--- src/rtl/matmul_sequencer_if.sv ---
// matmul_sequencer_if: job config, operand-memory read, calc-unit and scratchpad signals.
// master is the sequencer side, slave is the surrounding system.
interface matmul_sequencer_if #(
    parameter int BUS_WIDTH  = 16,
    parameter int ADDR_WIDTH = 32
);
    logic                  cfg_start_i;
    logic                  cfg_mode_i;
    logic [1:0]            cfg_n_dim_i;
    logic [1:0]            cfg_k_dim_i;
    logic [1:0]            cfg_m_dim_i;
    logic [1:0]            cfg_sp_sel_i;
    logic                  rd_en_o;
    logic [ADDR_WIDTH-1:0] rd_addr_o;
    logic [BUS_WIDTH-1:0]  rd_data_a_i;
    logic [BUS_WIDTH-1:0]  rd_data_b_i;
    logic [BUS_WIDTH-1:0]  rd_data_c_i;
    logic                  calc_start_o;
    logic                  calc_mode_o;
    logic [1:0]            calc_n_dim_o;
    logic [1:0]            calc_k_dim_o;
    logic [1:0]            calc_m_dim_o;
    logic [BUS_WIDTH-1:0]  calc_data_a_o;
    logic [BUS_WIDTH-1:0]  calc_data_b_o;
    logic [BUS_WIDTH-1:0]  calc_data_c_o;
    logic                  calc_we_i;
    logic [ADDR_WIDTH-1:0] calc_addr_i;
    logic [BUS_WIDTH-1:0]  calc_data_i;
    logic [BUS_WIDTH-1:0]  calc_flags_i;
    logic                  calc_finish_i;
    logic                  sp_we_o;
    logic [ADDR_WIDTH-1:0] sp_addr_o;
    logic [BUS_WIDTH-1:0]  sp_data_o;
    logic                  busy_o;
    logic                  done_o;
    logic [BUS_WIDTH-1:0]  flags_o;
    logic                  timeout_o;

    modport master (
        input  cfg_start_i, cfg_mode_i, cfg_n_dim_i, cfg_k_dim_i, cfg_m_dim_i, cfg_sp_sel_i,
        input  rd_data_a_i, rd_data_b_i, rd_data_c_i,
        input  calc_we_i, calc_addr_i, calc_data_i, calc_flags_i, calc_finish_i,
        output rd_en_o, rd_addr_o,
        output calc_start_o, calc_mode_o, calc_n_dim_o, calc_k_dim_o, calc_m_dim_o,
        output calc_data_a_o, calc_data_b_o, calc_data_c_o,
        output sp_we_o, sp_addr_o, sp_data_o, busy_o, done_o, flags_o, timeout_o
    );

    modport slave (
        output cfg_start_i, cfg_mode_i, cfg_n_dim_i, cfg_k_dim_i, cfg_m_dim_i, cfg_sp_sel_i,
        output rd_data_a_i, rd_data_b_i, rd_data_c_i,
        output calc_we_i, calc_addr_i, calc_data_i, calc_flags_i, calc_finish_i,
        input  rd_en_o, rd_addr_o,
        input  calc_start_o, calc_mode_o, calc_n_dim_o, calc_k_dim_o, calc_m_dim_o,
        input  calc_data_a_o, calc_data_b_o, calc_data_c_o,
        input  sp_we_o, sp_addr_o, sp_data_o, busy_o, done_o, flags_o, timeout_o
    );
endinterface

--- src/rtl/matmul_sequencer.sv ---
// matmul_sequencer: fetches operand rows into a matmul calc unit, forwards its result
// writes to a scratchpad, and reports done/overflow/timeout status.
module matmul_sequencer #(
    parameter int DATA_WIDTH     = 8,
    parameter int BUS_WIDTH      = 16,
    parameter int ADDR_WIDTH     = 32,
    parameter int TIMEOUT_CYCLES = 255
) (
    input logic                clk_i,
    input logic                rst_i,
    matmul_sequencer_if.master bus
);
    localparam int MAX_DIM = BUS_WIDTH / DATA_WIDTH;
    localparam int RW = MAX_DIM > 1 ? $clog2(MAX_DIM) : 1;
    localparam int TW = $clog2(TIMEOUT_CYCLES + 1);

    typedef enum logic [2:0] {IDLE, FETCH, LOAD_TAIL, COMPUTE, DONE} state_t;

    state_t                state_q, state_d;
    logic [RW-1:0]         r_q, r_d;
    logic [TW-1:0]         cnt_q, cnt_d;
    logic                  mode_q, mode_d;
    logic [1:0]            n_q, n_d, k_q, k_d, m_q, m_d, sp_sel_q, sp_sel_d;
    logic [BUS_WIDTH-1:0]  flags_q, flags_d;
    logic                  timeout_q, timeout_d;
    logic                  calc_start_q, calc_start_d;
    logic                  done_q, done_d;
    logic                  sp_we_q, sp_we_d;
    logic [ADDR_WIDTH-1:0] sp_addr_q, sp_addr_d;
    logic [BUS_WIDTH-1:0]  sp_data_q, sp_data_d;
    logic                  compute;
    logic                  unused_addr;

    assign unused_addr = ^bus.calc_addr_i[ADDR_WIDTH-1:7];

    always_comb begin
        compute      = state_q == COMPUTE;
        calc_start_d = state_q == FETCH;
        done_d       = state_q == DONE;
        sp_we_d      = compute & bus.calc_we_i;
        sp_addr_d    = compute ? {{(ADDR_WIDTH-9){1'b0}}, sp_sel_q, bus.calc_addr_i[6:0]} : sp_addr_q;
        sp_data_d    = compute ? bus.calc_data_i : sp_data_q;
        state_d      = state_q;
        r_d          = r_q;
        cnt_d        = cnt_q;
        mode_d       = mode_q;
        n_d          = n_q;
        k_d          = k_q;
        m_d          = m_q;
        sp_sel_d     = sp_sel_q;
        flags_d      = flags_q;
        timeout_d    = timeout_q;
        case (state_q)
            IDLE: if (bus.cfg_start_i) begin
                mode_d    = bus.cfg_mode_i;
                n_d       = bus.cfg_n_dim_i;
                k_d       = bus.cfg_k_dim_i;
                m_d       = bus.cfg_m_dim_i;
                sp_sel_d  = bus.cfg_sp_sel_i;
                flags_d   = '0;
                timeout_d = 1'b0;
                r_d       = '0;
                cnt_d     = '0;
                state_d   = FETCH;
            end
            FETCH: begin
                r_d = r_q + 1'b1;
                if (r_q == RW'(MAX_DIM - 1)) begin
                    r_d     = '0;
                    state_d = LOAD_TAIL;
                end
            end
            LOAD_TAIL: state_d = COMPUTE;
            COMPUTE: begin
                cnt_d = cnt_q + 1'b1;
                // a finish arriving on the last allowed cycle still counts as success
                if (bus.calc_finish_i) begin
                    flags_d = flags_q | bus.calc_flags_i;
                    state_d = DONE;
                end else if (cnt_q == TW'(TIMEOUT_CYCLES - 1)) begin
                    timeout_d = 1'b1;
                    state_d   = DONE;
                end
            end
            DONE: state_d = IDLE;
            default: state_d = IDLE;
        endcase
    end

    always_ff @(posedge clk_i or posedge rst_i) begin
        if (rst_i) begin
            state_q      <= IDLE;
            r_q          <= '0;
            cnt_q        <= '0;
            mode_q       <= 1'b0;
            n_q          <= '0;
            k_q          <= '0;
            m_q          <= '0;
            sp_sel_q     <= '0;
            flags_q      <= '0;
            timeout_q    <= 1'b0;
            calc_start_q <= 1'b0;
            done_q       <= 1'b0;
            sp_we_q      <= 1'b0;
            sp_addr_q    <= '0;
            sp_data_q    <= '0;
        end else begin
            state_q      <= state_d;
            r_q          <= r_d;
            cnt_q        <= cnt_d;
            mode_q       <= mode_d;
            n_q          <= n_d;
            k_q          <= k_d;
            m_q          <= m_d;
            sp_sel_q     <= sp_sel_d;
            flags_q      <= flags_d;
            timeout_q    <= timeout_d;
            calc_start_q <= calc_start_d;
            done_q       <= done_d;
            sp_we_q      <= sp_we_d;
            sp_addr_q    <= sp_addr_d;
            sp_data_q    <= sp_data_d;
        end
    end

    assign bus.rd_en_o       = state_q == FETCH;
    assign bus.rd_addr_o     = {{(ADDR_WIDTH-RW){1'b0}}, r_q};
    assign bus.calc_start_o  = calc_start_q;
    assign bus.calc_mode_o   = mode_q;
    assign bus.calc_n_dim_o  = n_q;
    assign bus.calc_k_dim_o  = k_q;
    assign bus.calc_m_dim_o  = m_q;
    assign bus.calc_data_a_o = bus.rd_data_a_i;
    assign bus.calc_data_b_o = bus.rd_data_b_i;
    assign bus.calc_data_c_o = bus.rd_data_c_i;
    assign bus.sp_we_o       = sp_we_q;
    assign bus.sp_addr_o     = sp_addr_q;
    assign bus.sp_data_o     = sp_data_q;
    assign bus.busy_o        = state_q != IDLE;
    assign bus.done_o        = done_q;
    assign bus.flags_o       = flags_q;
    assign bus.timeout_o     = timeout_q;
endmodule
--- src/flat_wrapper.sv ---
// flat-port wrapper written by rule: the top's interface ports become plain ports
module matmul_sequencer_flat 
#(
    parameter int DATA_WIDTH     = 8,
    parameter int BUS_WIDTH      = 16,
    parameter int ADDR_WIDTH     = 32,
    parameter int TIMEOUT_CYCLES = 255
)
  (clk_i, rst_i, bus_cfg_start_i, bus_cfg_mode_i, bus_cfg_n_dim_i, bus_cfg_k_dim_i, bus_cfg_m_dim_i, bus_cfg_sp_sel_i, bus_rd_data_a_i, bus_rd_data_b_i, bus_rd_data_c_i, bus_calc_we_i, bus_calc_addr_i, bus_calc_data_i, bus_calc_flags_i, bus_calc_finish_i, bus_rd_en_o, bus_rd_addr_o, bus_calc_start_o, bus_calc_mode_o, bus_calc_n_dim_o, bus_calc_k_dim_o, bus_calc_m_dim_o, bus_calc_data_a_o, bus_calc_data_b_o, bus_calc_data_c_o, bus_sp_we_o, bus_sp_addr_o, bus_sp_data_o, bus_busy_o, bus_done_o, bus_flags_o, bus_timeout_o);
  matmul_sequencer_if #(.BUS_WIDTH(BUS_WIDTH), .ADDR_WIDTH(ADDR_WIDTH)) bus_i ();
  input logic clk_i;
  input logic rst_i;
  input wire logic [$bits(bus_i.cfg_start_i)-1:0] bus_cfg_start_i;
  input wire logic [$bits(bus_i.cfg_mode_i)-1:0] bus_cfg_mode_i;
  input wire logic [$bits(bus_i.cfg_n_dim_i)-1:0] bus_cfg_n_dim_i;
  input wire logic [$bits(bus_i.cfg_k_dim_i)-1:0] bus_cfg_k_dim_i;
  input wire logic [$bits(bus_i.cfg_m_dim_i)-1:0] bus_cfg_m_dim_i;
  input wire logic [$bits(bus_i.cfg_sp_sel_i)-1:0] bus_cfg_sp_sel_i;
  input wire logic [$bits(bus_i.rd_data_a_i)-1:0] bus_rd_data_a_i;
  input wire logic [$bits(bus_i.rd_data_b_i)-1:0] bus_rd_data_b_i;
  input wire logic [$bits(bus_i.rd_data_c_i)-1:0] bus_rd_data_c_i;
  input wire logic [$bits(bus_i.calc_we_i)-1:0] bus_calc_we_i;
  input wire logic [$bits(bus_i.calc_addr_i)-1:0] bus_calc_addr_i;
  input wire logic [$bits(bus_i.calc_data_i)-1:0] bus_calc_data_i;
  input wire logic [$bits(bus_i.calc_flags_i)-1:0] bus_calc_flags_i;
  input wire logic [$bits(bus_i.calc_finish_i)-1:0] bus_calc_finish_i;
  output wire logic [$bits(bus_i.rd_en_o)-1:0] bus_rd_en_o;
  output wire logic [$bits(bus_i.rd_addr_o)-1:0] bus_rd_addr_o;
  output wire logic [$bits(bus_i.calc_start_o)-1:0] bus_calc_start_o;
  output wire logic [$bits(bus_i.calc_mode_o)-1:0] bus_calc_mode_o;
  output wire logic [$bits(bus_i.calc_n_dim_o)-1:0] bus_calc_n_dim_o;
  output wire logic [$bits(bus_i.calc_k_dim_o)-1:0] bus_calc_k_dim_o;
  output wire logic [$bits(bus_i.calc_m_dim_o)-1:0] bus_calc_m_dim_o;
  output wire logic [$bits(bus_i.calc_data_a_o)-1:0] bus_calc_data_a_o;
  output wire logic [$bits(bus_i.calc_data_b_o)-1:0] bus_calc_data_b_o;
  output wire logic [$bits(bus_i.calc_data_c_o)-1:0] bus_calc_data_c_o;
  output wire logic [$bits(bus_i.sp_we_o)-1:0] bus_sp_we_o;
  output wire logic [$bits(bus_i.sp_addr_o)-1:0] bus_sp_addr_o;
  output wire logic [$bits(bus_i.sp_data_o)-1:0] bus_sp_data_o;
  output wire logic [$bits(bus_i.busy_o)-1:0] bus_busy_o;
  output wire logic [$bits(bus_i.done_o)-1:0] bus_done_o;
  output wire logic [$bits(bus_i.flags_o)-1:0] bus_flags_o;
  output wire logic [$bits(bus_i.timeout_o)-1:0] bus_timeout_o;
  assign bus_i.cfg_start_i = bus_cfg_start_i;
  assign bus_i.cfg_mode_i = bus_cfg_mode_i;
  assign bus_i.cfg_n_dim_i = bus_cfg_n_dim_i;
  assign bus_i.cfg_k_dim_i = bus_cfg_k_dim_i;
  assign bus_i.cfg_m_dim_i = bus_cfg_m_dim_i;
  assign bus_i.cfg_sp_sel_i = bus_cfg_sp_sel_i;
  assign bus_i.rd_data_a_i = bus_rd_data_a_i;
  assign bus_i.rd_data_b_i = bus_rd_data_b_i;
  assign bus_i.rd_data_c_i = bus_rd_data_c_i;
  assign bus_i.calc_we_i = bus_calc_we_i;
  assign bus_i.calc_addr_i = bus_calc_addr_i;
  assign bus_i.calc_data_i = bus_calc_data_i;
  assign bus_i.calc_flags_i = bus_calc_flags_i;
  assign bus_i.calc_finish_i = bus_calc_finish_i;
  assign bus_rd_en_o = bus_i.rd_en_o;
  assign bus_rd_addr_o = bus_i.rd_addr_o;
  assign bus_calc_start_o = bus_i.calc_start_o;
  assign bus_calc_mode_o = bus_i.calc_mode_o;
  assign bus_calc_n_dim_o = bus_i.calc_n_dim_o;
  assign bus_calc_k_dim_o = bus_i.calc_k_dim_o;
  assign bus_calc_m_dim_o = bus_i.calc_m_dim_o;
  assign bus_calc_data_a_o = bus_i.calc_data_a_o;
  assign bus_calc_data_b_o = bus_i.calc_data_b_o;
  assign bus_calc_data_c_o = bus_i.calc_data_c_o;
  assign bus_sp_we_o = bus_i.sp_we_o;
  assign bus_sp_addr_o = bus_i.sp_addr_o;
  assign bus_sp_data_o = bus_i.sp_data_o;
  assign bus_busy_o = bus_i.busy_o;
  assign bus_done_o = bus_i.done_o;
  assign bus_flags_o = bus_i.flags_o;
  assign bus_timeout_o = bus_i.timeout_o;
  matmul_sequencer #(.DATA_WIDTH(DATA_WIDTH), .BUS_WIDTH(BUS_WIDTH), .ADDR_WIDTH(ADDR_WIDTH), .TIMEOUT_CYCLES(TIMEOUT_CYCLES)) u_core (.clk_i(clk_i), .rst_i(rst_i), .bus(bus_i));
endmodule
--- config.mk ---
export PLATFORM = sky130hd
export DESIGN_NAME = matmul_sequencer_flat
export DESIGN_NICKNAME = d
export VERILOG_FILES = /design/src/rtl/matmul_sequencer_if.sv /design/src/rtl/matmul_sequencer.sv /design/src/flat_wrapper.sv
export SDC_FILE = /design/constraint.sdc
export NUM_CORES = 1
export LEC_CHECK = 0
export CAP_MARGIN = 20
export CORE_AREA = 2 2 111 113
export CTS_CLUSTER_DIAMETER = 40
export DETAILED_ROUTE_END_ITERATION = 10
export DIE_AREA = 0 0 113 115
export PLACE_DENSITY = 0.78
export SETUP_SLACK_MARGIN = 0.02
export SYNTH_ARGS = -nofsm -noshare
export SYNTH_HDL_FRONTEND = slang
export SYNTH_SLANG_ARGS = --single-unit
--- constraint.sdc ---
create_clock -name clk_i -period 5.55 [get_ports clk_i]
set_input_delay 0.555 -clock clk_i [delete_from_list [all_inputs] [get_ports clk_i]]
set_output_delay 0.555 -clock clk_i [all_outputs]
set_load 0.005 [all_outputs]
[Yosys cells after proc, flatten, opt, wreduce, memory -nomap -nowiden]
Index checks and enable logic that the tools add are counted.
Storage, ports and cells
  latch bits: 0
  memory bits (read-only): 0
  logic and storage cells: 56
  output and inout bits: 157
  input port bits: 126
  register bits: 66
  memories kept: 0
  memory bits (writable): 0
Cells by class
  $add $sub $neg: 2
  multipliers: 0
  order comparisons: 0
  bitwise operators: 2
  equal/unequal tests: 11
  reduce and logical (&&, ||, !) cells: 10
  shift operators: 0
  muxes and demuxes: 16
  div/mod/pow operators: 0
Operator list (count)
  $mux W16: 2
  $pmux W16 S2: 1
  $or A16 B16 Y16: 1
  $pmux W8 S2: 1
  $mux W3: 4
  $pmux W3 S4: 1
  $add A8 B1 Y8 const B: 1
  $eq A8 B8 Y1 const B: 1
  $mux W8: 1
  $ne A2 B2 Y1 const B: 4
  $eq A3 B2 Y1 const B: 2
  $reduce_and A2 Y1: 3
  $reduce_and A3 Y1: 2
  $mux W1: 4
  $pmux W1 S2: 2
  $reduce_and A4 Y1: 1
  $reduce_bool A2 Y1: 2
  $eq A3 B1 Y1 const B: 1
  $eq A3 B3 Y1 const B: 1
  $logic_not A3 Y1: 1
  $ne A3 B3 Y1 const B: 1
  $reduce_bool A3 Y1: 1
  $ne A2 B1 Y1 const B: 1
  $add A1 B1 Y1 const B: 1
  $and A1 B1 Y1: 1

[Longest topological paths before layout]
Gate-level depths: netlist of run 1.
  word-level depth: 4
  depth in mapped cells: 6
  depth with buffers taken out: 5

[Worst setup path after synthesis of run 1]
Ideal clock, no wire load.
  path kind: register to register
  start: register u_core.state_q[2]
  end: register u_core.cnt_q[3]
  stages on the path, launching flop included: 6
  library setup time: 0.118 ns
  period minus slack after synthesis: 1.680 ns
  data required time: 5.432 ns
  arrival: 1.562 ns
  path buffers: 2
  setup slack: 3.870 ns
  path through: dfrtp_1 -> buf_6 -> or4b_4 -> buf_6 -> mux2_2 -> a21o_1
On the way
  longest elaborated chain between the ends: 3
  elaborated cells between the ends (all ways): 6
  those cells by class: eq/ne (2); mux (1); reduce/logical (3)
Ends and longest elaborated chain
  from (decl): RTL line matmul_sequencer.sv:19  | state_t state_q, state_d;
  from (signal assigned): RTL line matmul_sequencer.sv:108  | state_q <= state_d;
  $eq A3 B2 Y1 or $logic_not A3 Y1 (tied branches): RTL line matmul_sequencer.sv:53  | case (state_q)
  $reduce_bool A2 Y1 (no line) or $ne A2 B2 Y1 (tied branches)
  $reduce_and A2 Y1 (no line)
  to (signal assigned): RTL line matmul_sequencer.sv:110  | cnt_q <= cnt_d;
  to (decl): RTL line matmul_sequencer.sv:21  | logic [TW-1:0] cnt_q, cnt_d;
Several ways; a longest one is shown, not always the timed one.
A chain may end at the register's enable or synchronous reset.

[Worst setup path after layout of run 1]
  start: register u_core.state_q[0]
  end: output port bus_rd_en_o
On the way
  longest elaborated chain between the ends: 1
Ends and longest elaborated chain
  $eq A3 B1 Y1: RTL line matmul_sequencer.sv:126  | assign bus.rd_en_o = state_q == FETCH;
  to (decl): RTL line flat_wrapper.sv:27  | output wire logic [$bits(bus_i.rd_en_o)-1:0] bus_rd_en_o;
Every way passes these cells.

==> results of run 1 <==
[through the flow]
| stage | cells | setup slack (ns) | hold WS (ns) | util | total power [µW] |
|---|---|---|---|---|---|
| after CTS | 579 | 3.05 | 0.480 | 0.365 | 2240 |
| after global routing | 579 | 2.92 | 0.496 | 0.365 | 2360 |
| after floorplan | 423 | 3.34 | 0.439 | - | 1230 |
| after global placement | 563 | 3.28 | 0.457 | 0.341 | 1650 |
| final | 579 | 3.10 | 0.474 | 0.365 | 2180 |
| after detailed placement | 563 | 3.25 | 0.466 | 0.341 | 1690 |
[worst paths after layout]
check                      cells past startpoint                      end                    start  slack (ns)
max in group asynchronous                      3  u_core.bus.sp_data_o[4]                    rst_i        4.21
min in group asynchronous                      3    u_core.bus.flags_o[6]                    rst_i        0.80
hold / removal                                 2  u_core.bus.sp_data_o[2]  u_core.bus.sp_data_o[2]        0.47
setup / recovery                               2              bus_rd_en_o        u_core.state_q[0]        3.10
setup reg to reg                               3          u_core.cnt_q[3]        u_core.state_q[2]        3.73
hold reg to reg                                2  u_core.bus.sp_data_o[2]  u_core.bus.sp_data_o[2]        0.47
[metal layers]
metal / share of wire / wire [µm]
met1: 0.37 / 2820
met2: 0.53 / 4030
met3: 0.084 / 636
met4: 0.017 / 131
met5: 0 / 0
[power by group]
part | switching, µW | internal [µW]
clock | 207 | 314
sequential | 135 | 684
combinational | 363 | 477
total | 705 | 1480
[placed cells by master, fill, tap and decap left out, types with 4 or more instances in the layout]
master	instances
a21oi_1	16
buf_4	4
nor2_1	19
conb_1	54
clkbuf_16	9
nand3_1	5
o21ai_0	4
dfrtp_1	66
nand2_1	107
clkdlybuf4s50_1	107
[registers in the layout (all words and copies together), names as in the netlist, 2 cells and up]
register                 cells
u_core.bus.calc_m_dim_o      2
u_core.state_q               3
u_core.bus.flags_o          16
u_core.bus.sp_addr_o         9
u_core.cnt_q                 8
u_core.bus.calc_n_dim_o      2
u_core.bus.sp_data_o        16
u_core.bus.calc_k_dim_o      2
u_core.sp_sel_q              2
[critical path, delay by kind of cell, from the launching register on]
family	cells	cell delay (ns)
DFF	1	0.56
and+or+nand+nor	1	0.42
buffers and inverters	1	0.59
[layout make-up]
cell class                      count  area [µm²]  area share
Inverter                            3        11.3     0.00261
Clock buffer                       10         239      0.0554
Multi-Input combinational cell    236        1080       0.251
Tap cell                          147         184      0.0427
Timing Repair Buffer              111        1100       0.255
Sequential cell                    66        1650       0.383
Clock inverter                      6        41.3     0.00958
[cell families (layout without fill, tap and decap cells)]
logic type,after synthesis,in the layout,share of synthesized area
AND/OR/NAND/NOR,144,144,0.179
buffers and inverters,121,130,0.254
flip-flops,66,66,0.487
AO/OA/AOI/OAI,32,32,0.0576
multiplexers,4,4,0.0129
adder cells (fa/ha/maj),2,2,0.00738
other,1,54,0.00111
==> run_results.csv, run 1 <==
group,metric,value,unit
worst_setup_path,critPathKind,"reg2out",
floorplanning,num_io_pins,283,
grt,grt_pass1_wl,11.9,mm
detailed_routing,drc,17,
grt,grt_use_total,0.119,
logic_synthesis,synth_edf_count,0,
clocking,cts_buffers,9,
grt,globalRouteMet2Util,0.200,
floorplanning,fp.dieH,115,µm
detailed_routing,num_vias,2382,
place,port_buffers,107,
place,place_congestion,0.656,
grt,grt-busiest-layer,"met2",
floorplanning,die_area,0.0130,mm²
worst_setup_path,cpPeakStageDelay,0.59,ns
clocking,clockBufferDepth,2,
clocking,clockRootBuffer,"clkbuf_16",
grt,grt_max_degree,67,
grt,met1_usage,0.123,
grt,grt_pass1_vias,2392,
power,power_density,506,mW/mm²
detailed_routing,first_iter_violations,104,
clocking,clock-sinks,66,
logic_synthesis,synthTopCellsByCount,"nand2_1 (107), buf_4 (103), dfrtp_1 (66)",
worst_setup_path,cp.arrival,1.90,ns
hold_path,min_path_type,"reg2reg",
logic_synthesis,ys.flop_type,"dfrtp_1",
worst_setup_path,worstPathCellList,"nor3b_1 > clkdlybuf4s50_1",
detailed_routing,routedWlPerCell,13.1,µm
sta,clock_skew,0.00521,ns
logic_synthesis,synth_cells,370,
outcome,violations,"DRC",
clocking,ctsHtreeMaxLevel,3,
logic_synthesis,synth.most_common_cell,"nand2_1",
finish,syn_to_final_growth,27.2,%
place,placed_area,0.00403,mm²
power,p_leak,0.00205,µW
grt,met3_usage,0.0511,
grt,grt_overflow,0,
clocking,holdBufCountCts,0,
detailed_routing,first_pass_iters,11,
floorplanning,initial_core_util,0.287,
logic_synthesis,ys.warnings.count,0,
grt,antenna_found_initial,0,
worst_setup_path,end_kind,"primary output",
logic_synthesis,synth_top_area_share,0.487,
logic_synthesis,synth_seq_cells,66,
worst_setup_path,crit_path_max_fanout,12,
worst_setup_path,cp-start-kind,"register",
detailed_routing,viasPerCell,4.11,
logic_synthesis,netlist_area,0.00339,mm²
detailed_routing,wl,7.61,mm
clocking,clk_pin_slew_worst_paths,0.05,ns
sta,slew_viol_final,0,
sta,finalSetupViolCount,0,
logic_synthesis,synth_seq_area_share,0.487,
finish,stdcell_area,0.00431,mm²
logic_synthesis,async_flop_share,1.00,
sta,finalCritPeriodShare,0.442,
place,hpwl,5.42,mm
sta,slew_headroom,0.443,
sta,grt_setup_unrepaired,"no",
logic_synthesis,netlist_top_cells_area,"dfrtp_1 (49%), buf_4 (23%), nand2_1 (12%)",
finish,n_antenna_cell,0,
logic_synthesis,syn_area_per_cell,9.16,µm²
outcome,status,"finished, violations left",
clocking,cts_setup_buffers,0,
run,maxCapViolations,0,
finish,nets,555,
worst_setup_path,crit_slowest_cell,"clkdlybuf4s50_1",
floorplanning,rows,40,
power,ir_worst_vdd,0.225,mV
logic_synthesis,synth.largest_area_cell,"dfrtp_1",
clocking,cts_tree,"built",
clocking,cts_resized,0,
sta,worst_slew_pin_slew,0.836,ns
detailed_routing,ant_nets,0,
logic_synthesis,synth_cell_types,34,
sta,period_needed,2.45,ns
sta,fmax,408,MHz
floorplanning,die_w,113,µm
worst_setup_path,critPathRequiredTime,4.99,ns
clocking,clock_latency,0.33,ns
sta,finalHoldViolCount,0,
floorplanning,core-area,0.0118,mm²
sta,final.setup.tns,0,ns
finish,num-fill-cells,1198,
finish,layout-drive-gt1-share,0.0602,
No activity file was read; power rests on OpenSTA's default activity.
==> run 2, diff against run 1 <==
- clock period: 5.55 -> 2.5 ns (I/O delays scaled with it)
==> run 2 against run 1 <==
- the run still ends with DRC left
- hold slack got worse by 0.15 ns
- core utilization increased by 0.37 points
- critical path depth unchanged
- clock-buffer cell count increased by 1
- largest power group unchanged
==> run_results.csv, run 2 (same netlist as run 1, synthesis figures left out) <==
group,metric,value,unit
finish,syn_to_final_growth,28.5,%
sta,slew_viol_final,0,
grt,grt_overflow,0,
clocking,cts_tree,"built",
floorplanning,core-area,0.0118,mm²
power,ir_worst_vdd,0.510,mV
grt,grt_pass1_wl,11.8,mm
worst_setup_path,critPathKind,"reg2out",
place,place_ws,0.526,ns
sta,worst_slew_pin_slew,0.661,ns
clocking,clock_latency,0.33,ns
grt,grt_max_degree,38,
floorplanning,initial_core_util,0.287,
outcome,violations,"DRC",
finish,n_antenna_cell,0,
worst_setup_path,cp-start-kind,"register",
grt,grt_pass1_vias,2376,
hold_path,min_path_type,"in2async",
power,p_seq_frac,0.364,
floorplanning,fp.dieH,115,µm
worst_setup_path,critPathRequiredTime,2.25,ns
floorplanning,rows,40,
place,hpwl,5.49,mm
floorplanning,die_w,113,µm
sta,finalSetupViolCount,0,
detailed_routing,ant_nets,0,
worst_setup_path,cp.arrival,1.91,ns
detailed_routing,num_vias,2418,
power,power_density,1150,mW/mm²
grt,antenna_found_initial,0,
place,dp_cells,563,
power,swShare,0.309,
floorplanning,die_area,0.0130,mm²
detailed_routing,wl,7.59,mm
worst_setup_path,worstPathCellList,"nor3b_1 > clkdlybuf4s50_1",
sta,period_needed,2.16,ns
finish,layout-drive-gt1-share,0.0556,
worst_setup_path,cpPeakStageDelay,0.58,ns
clocking,cts_buffers,9,
worst_setup_path,critPathBufInv,1,
sta,finalCritPeriodShare,0.863,
outcome,status,"finished, violations left",
power,intPower,3450,µW
place,place_congestion,0.663,
worst_setup_path,end_kind,"primary output",
detailed_routing,routedWlPerCell,13.1,µm
clocking,clk_pin_slew_worst_paths,0.06,ns
clocking,clockBufferDepth,2,
detailed_routing,viasPerCell,4.18,
sta,final.setup.tns,0,ns
power,switching_power,1550,µW
clocking,clock-sinks,66,
power,p_leak,0.00208,µW
power,total_power,5000,µW
power,pwr-share-comb,0.372,
clocking,ctsHtreeMaxLevel,3,
grt,grt_use_total,0.117,
detailed_routing,first_pass_iters,9,
run,maxCapViolations,0,
finish,mostFrequentLayoutCells,"nand2_1 (107), clkdlybuf4s50_1 (107), dfrtp_1 (66)",
clocking,cts_resized,0,
sta,fmax,464,MHz
sta,worst_slack,0.343,ns
finish,nets,555,
clocking,cts_setup_buffers,0,
clocking,holdBufCountCts,0,
place,port_buffers,107,
sta,clock_skew,0.00895,ns
sta,slew_headroom,0.559,
detailed_routing,first_iter_violations,94,
clocking,clockRootBuffer,"clkbuf_16",
power,clkPwrFrac,0.263,
finish,final_cells,579,
worst_setup_path,crit_slowest_cell,"clkdlybuf4s50_1",
sta,grt_setup_unrepaired,"no",
sta,finalHoldViolCount,0,
floorplanning,num_io_pins,283,
worst_setup_path,cp_top_family,"buffers and inverters",
worst_setup_path,crit_path_max_fanout,12,
detailed_routing,drc,19,
## run 2: layout make-up
class                   count  area, µm²
inverters                   3       11.3
fillers                  1176       7460
flip-flops and latches     66       1650
well taps                 147        184
clock inverters             5       78.8
multi-input cells         236       1080
repair buffers            111       1110
clock buffers              11        233
## run 2: metal layers
layer  global-route usage  wire length, µm  up-vias
li1                     -                -     1136
met1                0.130             2900     1141
met2                0.190             3850      119
met3               0.0496              674       22
met4               0.0642              157        0
met5                    0                0        -
## run 2: final timing paths
check | cells past startpoint | startpoint | slack [ns] | to
setup reg to reg | 3 | u_core.state_q[0] | 0.67 | u_core.cnt_q[3]
max in group asynchronous | 3 | rst_i | 1.53 | u_core.bus.flags_o[3]
hold / removal | 2 | rst_i | 0.33 | u_core.bus.flags_o[14]
setup / recovery | 2 | u_core.state_q[0] | 0.34 | bus_rd_en_o
min in group clk_i | 3 | bus_cfg_sp_sel_i[0] | 0.45 | u_core.sp_sel_q[0]
hold reg to reg | 2 | u_core.sp_sel_q[1] | 0.47 | u_core.bus.sp_addr_o[8]
## run 2: through the flow
stage / hold slack (ns) / util / cell area, µm²
after global placement: 0.456 / 0.342 / 4040
after detailed placement: 0.462 / 0.342 / 4040
after CTS: 0.350 / 0.369 / 4350
final: 0.326 / 0.369 / 4350
after global routing: 0.393 / 0.369 / 4350
after floorplan: 0.355 / - / 3590
## run 2: power groups by stage
stage	sequential, µW	clock, µW	combinational [µW]
5_1_grt	1880	1420	2090
3_3_place_gp	1810	0	1850
3_5_place_dp	1840	0	1900
2_1_floorplan	1790	0	944
4_1_cts	1830	1360	1910
6_report	1820	1320	1860
